--- src/rtl/cpu_types_pkg.sv ---
// Shared types for the data cache: address field widths,
// the address frame layout and the controller state enum.
package cpu_types_pkg;

   localparam int DC_SETS      = 8;
   localparam int DC_BLK_WORDS = 2;

   // Field widths derived from the cache geometry.
   function automatic int f_woff_w(input int bw);
      return $clog2(bw);
   endfunction

   function automatic int f_idx_w(input int sets);
      return $clog2(sets);
   endfunction

   function automatic int f_tag_w(input int sets, input int bw);
      return 30 - $clog2(sets) - $clog2(bw);
   endfunction

   localparam int DC_WOFF_W = f_woff_w(DC_BLK_WORDS);
   localparam int DC_IDX_W  = f_idx_w(DC_SETS);
   localparam int DC_TAG_W  = f_tag_w(DC_SETS, DC_BLK_WORDS);

   // Byte address layout for the default geometry.
   typedef struct packed {
      logic [DC_TAG_W-1:0]  tag;
      logic [DC_IDX_W-1:0]  idx;
      logic [DC_WOFF_W-1:0] woff;
      logic [1:0]           bytoff;
   } dcachef_t;

   typedef enum logic [2:0] {
      IDLE,
      WB,
      FILL,
      FLUSH_SCAN,
      FLUSH_WB,
      HALTED
   } dc_state_t;

endpackage

--- src/rtl/dcache_assoc_if.sv ---
// Datapath and memory-side signals of the data cache.
// slave is the cache view, master the datapath/memory view.
interface dcache_assoc_if;

   logic        dmemREN;
   logic        dmemWEN;
   logic [31:0] dmemaddr;
   logic [31:0] dmemstore;
   logic        halt;
   logic        dhit;
   logic [31:0] dmemload;
   logic        flushed;
   logic        dREN;
   logic        dWEN;
   logic [31:0] daddr;
   logic [31:0] dstore;
   logic        dwait;
   logic [31:0] dload;

   modport slave (
      input  dmemREN, dmemWEN, dmemaddr, dmemstore, halt,
      input  dwait, dload,
      output dhit, dmemload, flushed,
      output dREN, dWEN, daddr, dstore
   );

   modport master (
      output dmemREN, dmemWEN, dmemaddr, dmemstore, halt,
      output dwait, dload,
      input  dhit, dmemload, flushed,
      input  dREN, dWEN, daddr, dstore
   );

endinterface

--- src/rtl/dcache_way.sv ---
// One way of the data cache: valid/dirty/tag per set and
// BLK_WORDS data words, with a combinational tag compare.
module dcache_way
   import cpu_types_pkg::*;
#(
   parameter  int SETS      = DC_SETS,
   parameter  int BLK_WORDS = DC_BLK_WORDS,
   localparam int WOW       = f_woff_w(BLK_WORDS),
   localparam int IW        = f_idx_w(SETS),
   localparam int TW        = f_tag_w(SETS, BLK_WORDS)
) (
   input  logic                 CLK,
   input  logic                 nRST,
   input  logic [IW-1:0]        i_idx,
   input  logic [WOW-1:0]       i_woff,
   input  logic [TW-1:0]        i_tag,
   input  logic [BLK_WORDS-1:0] i_wen,
   input  logic [31:0]          i_wdata,
   input  logic                 i_set_dirty,
   input  logic                 i_clr_dirty,
   input  logic                 i_fill,
   output logic                 o_hit,
   output logic                 o_valid,
   output logic                 o_dirty,
   output logic [TW-1:0]        o_tag,
   output logic [31:0]          o_word
);

   logic [SETS-1:0] r_valid;
   logic [SETS-1:0] r_dirty;
   logic [TW-1:0]   r_tag  [SETS];
   logic [31:0]     r_data [SETS][BLK_WORDS];

   // Lookup of the selected set and word.
   always_comb begin
      o_valid = r_valid[i_idx];
      o_dirty = r_dirty[i_idx];
      o_tag   = r_tag[i_idx];
      o_word  = r_data[i_idx][i_woff];
      o_hit   = r_valid[i_idx] && (r_tag[i_idx] == i_tag);
   end

   // Storage update: word writes, fill completion, dirty tracking.
   always_ff @(posedge CLK or negedge nRST) begin
      if (!nRST) begin
         r_valid <= '0;
         r_dirty <= '0;
         for (int s = 0; s < SETS; s++) begin
            r_tag[s] <= '0;
            for (int w = 0; w < BLK_WORDS; w++)
               r_data[s][w] <= '0;
         end
      end else begin
         for (int w = 0; w < BLK_WORDS; w++)
            if (i_wen[w])
               r_data[i_idx][w] <= i_wdata;
         if (i_fill) begin
            r_valid[i_idx] <= 1'b1;
            r_dirty[i_idx] <= 1'b0;
            r_tag[i_idx]   <= i_tag;
         end else if (i_set_dirty) begin
            r_dirty[i_idx] <= 1'b1;
         end else if (i_clr_dirty) begin
            r_dirty[i_idx] <= 1'b0;
         end
      end
   end

endmodule

--- src/rtl/dcache_assoc.sv ---
// Two-way set-associative write-back data cache with LRU
// replacement and a halt-triggered flush of dirty blocks.
module dcache_assoc
   import cpu_types_pkg::*;
#(
   parameter int SETS      = DC_SETS,
   parameter int BLK_WORDS = DC_BLK_WORDS,
   parameter int CPUID     = 0
) (
   input  logic         CLK,
   input  logic         nRST,
   dcache_assoc_if.slave bus
);

   localparam int WOW = f_woff_w(BLK_WORDS);
   localparam int IW  = f_idx_w(SETS);
   localparam int TW  = f_tag_w(SETS, BLK_WORDS);
   localparam logic [WOW-1:0] LAST_W = WOW'(BLK_WORDS - 1);
   localparam logic [IW-1:0]  LAST_S = IW'(SETS - 1);

   dc_state_t       r_state;
   logic [WOW-1:0]  r_cnt;
   logic            r_victim;
   logic [IW-1:0]   r_fset;
   logic            r_fway;
   logic            r_halt;
   logic [SETS-1:0] r_lru;

   logic [WOW-1:0] w_req_woff;
   logic [IW-1:0]  w_req_idx;
   logic [TW-1:0]  w_req_tag;
   logic           w_rd;
   logic           w_wr;
   logic           w_req;
   logic [IW-1:0]  w_idx;
   logic [WOW-1:0] w_woff;
   logic           w_any_hit;
   logic           w_hway;
   logic           w_bway;
   logic           w_lway;
   logic           w_last;
   logic           w_last_pair;
   logic           w_xfer;
   logic [31:0]    w_wdata;
   logic           w_unused_bits;

   logic [1:0][BLK_WORDS-1:0] w_wen;
   logic [1:0]                w_set_dirty;
   logic [1:0]                w_clr_dirty;
   logic [1:0]                w_fill;
   logic [1:0]                w_hit;
   logic [1:0]                w_valid;
   logic [1:0]                w_dirty;
   logic [1:0][TW-1:0]        w_tag;
   logic [1:0][31:0]          w_word;

   assign w_req_woff = bus.dmemaddr[2 +: WOW];
   assign w_req_idx  = bus.dmemaddr[2+WOW +: IW];
   assign w_req_tag  = bus.dmemaddr[31 -: TW];
   assign w_unused_bits = ^bus.dmemaddr[1:0];

   // Simultaneous read and write requests are served as reads.
   assign w_rd  = bus.dmemREN;
   assign w_wr  = bus.dmemWEN & ~bus.dmemREN;
   assign w_req = w_rd | w_wr;

   assign w_idx = (r_state == FLUSH_SCAN || r_state == FLUSH_WB)
                ? r_fset : w_req_idx;
   assign w_woff = (r_state == IDLE) ? w_req_woff : r_cnt;

   assign w_any_hit   = w_hit[0] | w_hit[1];
   assign w_hway      = w_hit[1];
   assign w_lway      = r_lru[w_req_idx];
   assign w_bway      = (r_state == FLUSH_WB) ? r_fway : r_victim;
   assign w_last      = (r_cnt == LAST_W);
   assign w_last_pair = r_fway && (r_fset == LAST_S);
   assign w_xfer      = ~bus.dwait;

   for (genvar g = 0; g < 2; g++) begin : g_way
      dcache_way #(
         .SETS      (SETS),
         .BLK_WORDS (BLK_WORDS)
      ) u_way (
         .CLK         (CLK),
         .nRST        (nRST),
         .i_idx       (w_idx),
         .i_woff      (w_woff),
         .i_tag       (w_req_tag),
         .i_wen       (w_wen[g]),
         .i_wdata     (w_wdata),
         .i_set_dirty (w_set_dirty[g]),
         .i_clr_dirty (w_clr_dirty[g]),
         .i_fill      (w_fill[g]),
         .o_hit       (w_hit[g]),
         .o_valid     (w_valid[g]),
         .o_dirty     (w_dirty[g]),
         .o_tag       (w_tag[g]),
         .o_word      (w_word[g])
      );
   end

   // Per-state bus outputs and way write controls.
   always_comb begin
      bus.dhit     = 1'b0;
      bus.dmemload = '0;
      bus.flushed  = (r_state == HALTED);
      bus.dREN     = 1'b0;
      bus.dWEN     = 1'b0;
      bus.daddr    = '0;
      bus.dstore   = '0;
      w_wen        = '0;
      w_set_dirty  = '0;
      w_clr_dirty  = '0;
      w_fill       = '0;
      w_wdata      = bus.dmemstore;
      unique case (r_state)
         IDLE: begin
            if (w_req && w_any_hit) begin
               bus.dhit     = 1'b1;
               bus.dmemload = w_word[w_hway];
               if (w_wr) begin
                  w_wen[w_hway][w_req_woff] = 1'b1;
                  w_set_dirty[w_hway]       = 1'b1;
               end
            end
         end
         WB, FLUSH_WB: begin
            bus.dWEN   = 1'b1;
            bus.daddr  = {w_tag[w_bway], w_idx, r_cnt, 2'b00};
            bus.dstore = w_word[w_bway];
            if (r_state == FLUSH_WB && w_xfer && w_last)
               w_clr_dirty[r_fway] = 1'b1;
         end
         FILL: begin
            bus.dREN = 1'b1;
            bus.daddr = {w_req_tag, w_idx, r_cnt, 2'b00};
            w_wdata  = bus.dload;
            if (w_xfer) begin
               w_wen[r_victim][r_cnt] = 1'b1;
               if (w_last)
                  w_fill[r_victim] = 1'b1;
            end
         end
         default: ;
      endcase
   end

   // Controller FSM: miss handling, LRU and flush walk.
   always_ff @(posedge CLK or negedge nRST) begin
      if (!nRST) begin
         r_state  <= IDLE;
         r_cnt    <= '0;
         r_victim <= 1'b0;
         r_fset   <= '0;
         r_fway   <= 1'b0;
         r_halt   <= 1'b0;
         r_lru    <= '0;
      end else begin
         r_halt <= r_halt | bus.halt;
         unique case (r_state)
            IDLE: begin
               if (w_req) begin
                  if (w_any_hit) begin
                     r_lru[w_req_idx] <= ~w_hway;
                  end else begin
                     r_victim <= w_lway;
                     r_cnt    <= '0;
                     if (w_valid[w_lway] && w_dirty[w_lway])
                        r_state <= WB;
                     else
                        r_state <= FILL;
                  end
               end else if (r_halt || bus.halt) begin
                  r_state <= FLUSH_SCAN;
                  r_fset  <= '0;
                  r_fway  <= 1'b0;
               end
            end
            WB: begin
               if (w_xfer) begin
                  if (w_last) begin
                     r_cnt   <= '0;
                     r_state <= FILL;
                  end else begin
                     r_cnt <= r_cnt + 1'b1;
                  end
               end
            end
            FILL: begin
               if (w_xfer) begin
                  if (w_last) begin
                     r_cnt   <= '0;
                     r_state <= IDLE;
                  end else begin
                     r_cnt <= r_cnt + 1'b1;
                  end
               end
            end
            FLUSH_SCAN: begin
               if (w_valid[r_fway] && w_dirty[r_fway]) begin
                  r_cnt   <= '0;
                  r_state <= FLUSH_WB;
               end else if (w_last_pair) begin
                  r_state <= HALTED;
               end else begin
                  r_fway <= ~r_fway;
                  if (r_fway)
                     r_fset <= r_fset + 1'b1;
               end
            end
            FLUSH_WB: begin
               if (w_xfer) begin
                  if (w_last) begin
                     r_cnt <= '0;
                     if (w_last_pair) begin
                        r_state <= HALTED;
                     end else begin
                        r_state <= FLUSH_SCAN;
                        r_fway  <= ~r_fway;
                        if (r_fway)
                           r_fset <= r_fset + 1'b1;
                     end
                  end else begin
                     r_cnt <= r_cnt + 1'b1;
                  end
               end
            end
            HALTED: ;
            default: r_state <= IDLE;
         endcase
      end
   end

endmodule

--- src/flat_wrapper.sv ---
// flat-port wrapper written by rule: the top's interface ports become plain ports
module dcache_assoc_flat import cpu_types_pkg::*;
#(
   parameter int SETS      = DC_SETS,
   parameter int BLK_WORDS = DC_BLK_WORDS,
   parameter int CPUID     = 0
)
  (CLK, nRST, bus_dmemREN, bus_dmemWEN, bus_dmemaddr, bus_dmemstore, bus_halt, bus_dwait, bus_dload, bus_dhit, bus_dmemload, bus_flushed, bus_dREN, bus_dWEN, bus_daddr, bus_dstore);
  dcache_assoc_if bus_i ();
  input  logic CLK;
  input  logic nRST;
  input wire logic [$bits(bus_i.dmemREN)-1:0] bus_dmemREN;
  input wire logic [$bits(bus_i.dmemWEN)-1:0] bus_dmemWEN;
  input wire logic [$bits(bus_i.dmemaddr)-1:0] bus_dmemaddr;
  input wire logic [$bits(bus_i.dmemstore)-1:0] bus_dmemstore;
  input wire logic [$bits(bus_i.halt)-1:0] bus_halt;
  input wire logic [$bits(bus_i.dwait)-1:0] bus_dwait;
  input wire logic [$bits(bus_i.dload)-1:0] bus_dload;
  output wire logic [$bits(bus_i.dhit)-1:0] bus_dhit;
  output wire logic [$bits(bus_i.dmemload)-1:0] bus_dmemload;
  output wire logic [$bits(bus_i.flushed)-1:0] bus_flushed;
  output wire logic [$bits(bus_i.dREN)-1:0] bus_dREN;
  output wire logic [$bits(bus_i.dWEN)-1:0] bus_dWEN;
  output wire logic [$bits(bus_i.daddr)-1:0] bus_daddr;
  output wire logic [$bits(bus_i.dstore)-1:0] bus_dstore;
  assign bus_i.dmemREN = bus_dmemREN;
  assign bus_i.dmemWEN = bus_dmemWEN;
  assign bus_i.dmemaddr = bus_dmemaddr;
  assign bus_i.dmemstore = bus_dmemstore;
  assign bus_i.halt = bus_halt;
  assign bus_i.dwait = bus_dwait;
  assign bus_i.dload = bus_dload;
  assign bus_dhit = bus_i.dhit;
  assign bus_dmemload = bus_i.dmemload;
  assign bus_flushed = bus_i.flushed;
  assign bus_dREN = bus_i.dREN;
  assign bus_dWEN = bus_i.dWEN;
  assign bus_daddr = bus_i.daddr;
  assign bus_dstore = bus_i.dstore;
  dcache_assoc #(.SETS(SETS), .BLK_WORDS(BLK_WORDS), .CPUID(CPUID)) u_core (.CLK(CLK), .nRST(nRST), .bus(bus_i));
endmodule
--- config.mk ---
export PLATFORM = sky130hd
export DESIGN_NAME = dcache_assoc_flat
export DESIGN_NICKNAME = d
export VERILOG_FILES = /design/src/rtl/cpu_types_pkg.sv /design/src/rtl/dcache_assoc_if.sv /design/src/rtl/dcache_way.sv /design/src/rtl/dcache_assoc.sv /design/src/flat_wrapper.sv
export SDC_FILE = /design/constraint.sdc
export NUM_CORES = 2
export LEC_CHECK = 0
export CAP_MARGIN = 20
export CORE_MARGIN = 1
export CORE_UTILIZATION = 55
export DETAILED_ROUTE_END_ITERATION = 16
export PLACE_DENSITY_LB_ADDON = 0.25
export SYNTH_ARGS = -nofsm -noshare
export SYNTH_HDL_FRONTEND = slang
export SYNTH_HIERARCHICAL = 1
export SYNTH_SLANG_ARGS = --single-unit
--- constraint.sdc ---
create_clock -name CLK -period 12.46 [get_ports CLK]
set_clock_uncertainty 0.15 [all_clocks]
set_input_delay 2.492 -clock CLK [delete_from_list [all_inputs] [get_ports CLK]]
set_output_delay 2.492 -clock CLK [all_outputs]
set_load 0.01 [all_outputs]
==> flow_metrics.env <==
export IMPL_drv_cap=0
export IMPL_status="finished clean"
export IMPL_yosysSeqAreaShare_pct=52.7
export IMPL_cts_htree_levels=4
export IMPL_required_ns=9.82
export IMPL_fin_setup_tns_ns=0
export IMPL_pwr_density_cell_nw_per_um2=214
export IMPL_period_minus_slack_ns=11.15
export IMPL_nets=5616
export IMPL_clock_latency_ns=0.80
export IMPL_ant_nets=0
export IMPL_ir_worst_vdd_mv=0.211
export IMPL_synth_seq_cells=1490
export IMPL_dp_cells=7001
export IMPL_avgRoutedWirePerCell_um=29.7
export IMPL_grt_pass1_wl_um=322000
export IMPL_die_width_um=361
export IMPL_cts_buffers_inserted=155
export IMPL_slowest_delay_ns=0.84
export IMPL_cts_resized_gates=0
export IMPL_crit_path_start_kind="input port"
export IMPL_synth_area_leaders="dfrtp_1, mux2_2, mux2i_1, mux4_2, nand2_1"
export IMPL_fmax_ghz=0.0897
export IMPL_critPathBufInv=4
export IMPL_final_cells=7298
export IMPL_core_area_um2=128000
export IMPL_hold_class="register to register"
export IMPL_hold_violations=0
export IMPL_path_cells="clkdlybuf4s50_1 > mux2_8 > buf_4 > mux4_2 > nor2_1 > or3_1 > nand4_1 > or4_1 > nor4_4 > buf_4 > mux2i_1 > nor2_1 > clkdlybuf4s50_1"
export IMPL_die_y_um=361
export IMPL_die_area_um2=130000
export IMPL_cp_max_fo=75
export IMPL_synthCells=5509
export IMPL_vias=48100
export IMPL_yosysWarningCount=6
export IMPL_arrival_ns=8.51
export IMPL_path_clk_slew_ns=0.06
export IMPL_first_pass_iters=6
export IMPL_grt_usage_pct=33.4
export IMPL_synthToLayoutAreaGrowth_pct=12.5
export IMPL_rsz0062_at_grt="no"
export IMPL_rows=131
export IMPL_ios=202
export IMPL_worstMarginPinSlew_ns=1.17
export IMPL_slowest_stage="clkdlybuf4s50_1"
export IMPL_port_buffers=197
export IMPL_slew_viol_final=0
export IMPL_ys_async_sr_fraction_pct=100
export IMPL_gr_total_overflow=0
export IMPL_leakagePower_nw=37.7
export IMPL_max_slew_margin_pct=21.5
export IMPL_crit_family="buffers and inverters"
export IMPL_drive_gt1_share_pct=37.8
export IMPL_synth_ff_type="dfrtp_1"
export IMPL_ys_types=79
export IMPL_crit_path_end_kind="primary output"
export IMPL_netlist_top_cell_by_area="dfrtp_1"
export IMPL_post_cts_buffers=0
export IMPL_initial_core_util_pct=55.4
export IMPL_antenna_found_initial=9
export IMPL_holdBufCountCts=0
export IMPL_criticalPathCategory="input port to primary output"
export IMPL_grt_max_degree=187
export IMPL_grt_pass1_vias=48300
export IMPL_period_share_pct=89.5
export IMPL_synth_avg_cell_area_um2=12.9
export IMPL_gp_congestion=0.835
export IMPL_synth_edf_count=0
export IMPL_via_per_inst=6.58
export IMPL_cts_root_buffer="clkbuf_16"
export IMPL_syn_area_um2=70800
export IMPL_wl_um=217000
export IMPL_synth_top_cell_area_share_pct=52.7
export IMPL_drtIter0Drc=4863
export IMPL_cts_sinks=1490
export IMPL_setup_viol=0
export IMPL_cts_tree="yes"
export IMPL_remaining_drc_errors=0
export IMPL_clockBufferDepth=3
export IMPL_hpwl_um=127000
[layout make-up]
cell class                      instances  area, µm²
Fill cell                            9608      48000
Sequential cell                      1490      37300
Multi-Input combinational cell       3483      31300
Clock buffer                          229       4580
Timing Repair Buffer                  355       3580
Tap cell                             1662       2080
Clock inverter                         49        693
Inverter                               27        103
Antenna cell                            3       7.51
[sequential cells by signal (all words and copies together), names as in the netlist, named ones only]
signal,flops
u_core/g_way.u_way/r_data,1024
u_core/g_way.u_way/r_tag,416
u_core/g_way.u_way/r_valid,16
u_core/r_cnt,1
u_core/r_fset,3
u_core/r_fway,1
u_core/r_halt,1
u_core/r_lru,8
u_core/r_state,3
u_core/r_victim,1
[per-stage QoR]
stage	total power [mW]	hold WS, ns	area, µm²	setup slack, ns	util (%)
after floorplan	9.94	0.269	70800	3.75	-
after CTS	16.8	0.312	79200	1.40	62.0
final	17.0	0.314	79600	1.31	62.4
after global placement	11.9	0.293	73900	1.42	57.9
after global routing	17.7	0.335	79600	1.09	62.4
after detailed placement	12.0	0.295	73900	1.41	57.9
[power breakdown]
group | internal (mW) | switching [mW] | total, mW | leakage (nW)
Clock | 2.82 | 1.97 | 4.79 | 2.60
Sequential | 5.88 | 0.536 | 6.42 | 20.0
Combinational | 2.28 | 3.56 | 5.83 | 15.1
Total | 11.0 | 6.06 | 17.0 | 37.7
[synth_stat cells, types with 13 or more instances]
library cell  number
buf_4             27
or2_2             13
a22o_1            30
nor2_1           214
or3_1             27
nor2b_1           22
clkbuf_1         219
o21a_1            13
nand4_1           14
buf_6             14
a221oi_1          80
nand2b_1          26
buf_2            119
o21ai_0          178
a22oi_1           72
o211ai_1          18
dfrtp_1         1490
nand3_1           18
a211oi_1          17
buf_1            125
nand2_1          346
nor3_1            23
mux2i_1          252
mux2_2          1553
o22ai_1           50
a221o_1           34
inv_1             26
a21oi_1          187
a31oi_1           17
and2_1            24
mux4_2            79
[layout by cell type (no fill, tap or decap), types with 12 or more instances in the layout]
master              n
a2bb2oi_1          12
dfrtp_1          1490
nand2_1           324
a221oi_1           80
o211ai_1           18
inv_1              26
mux2_2           1550
o31ai_1            12
bufinv_16          13
nor2_1            210
mux2i_1           251
buf_16             14
a22o_1             30
clkbuf_1           33
nand4_1            14
or2_2              13
o21ai_0           178
or3_1              27
buf_4             133
nor2b_1            17
o21a_1             13
nor3_1             21
clkinv_2           20
nand2_2            18
nand3_1            18
a22oi_1            72
a221o_1            34
a21oi_1           187
clkdlybuf4s50_1   196
o22ai_1            50
clkbuf_16         156
clkbuf_8           40
a211oi_1           17
and2_2             14
nand2b_1           23
a31oi_1            17
mux4_2             79
[path summary, 6_finish.rpt]
kind / start / endpoint / slack, ns / depth (start not counted)
setup / recovery: bus_dmemaddr[3] / bus_dmemload[25] / 1.31 / 13
min in group asynchronous: nRST / u_core/g_way[1].u_way/r_tag[101] / 1.58 / 1
setup reg to reg: u_core/r_state[0] / u_core/g_way[1].u_way/r_data[449] / 3.53 / 16
hold / removal: u_core/g_way[1].u_way/r_valid[6] / u_core/g_way[1].u_way/r_valid[6] / 0.31 / 1
hold reg to reg: u_core/g_way[1].u_way/r_valid[6] / u_core/g_way[1].u_way/r_valid[6] / 0.31 / 1
max in group asynchronous: nRST / u_core/g_way[0].u_way/r_data[47] / 8.10 / 3
[layer usage]
layer  part of all wire, %  global-route usage [%]  vias to the layer above
li1                      -                       -                    20000
met1                    42                    47.0                    25400
met2                    45                    50.8                     2174
met3                   8.8                    7.45                      482
met4                   3.9                    12.5                        0
met5                     0                       0                        -
[logic make-up after synthesis]
| family | count (synthesis) | synth area share, % |
|---|---|---|
| AOI/OAI and AO/OA | 793 | 7.48 |
| xor gates and xnor gates | 14 | 0.173 |
| adders and majority gates | 2 | 0.0353 |
| buffers and inverters | 537 | 3.47 |
| DFF | 1490 | 52.7 |
| muxes | 1899 | 31.3 |
| other | 1 | 0.00530 |
| and+or+nand+nor | 773 | 4.91 |
No activity file was read; power rests on OpenSTA's default activity.
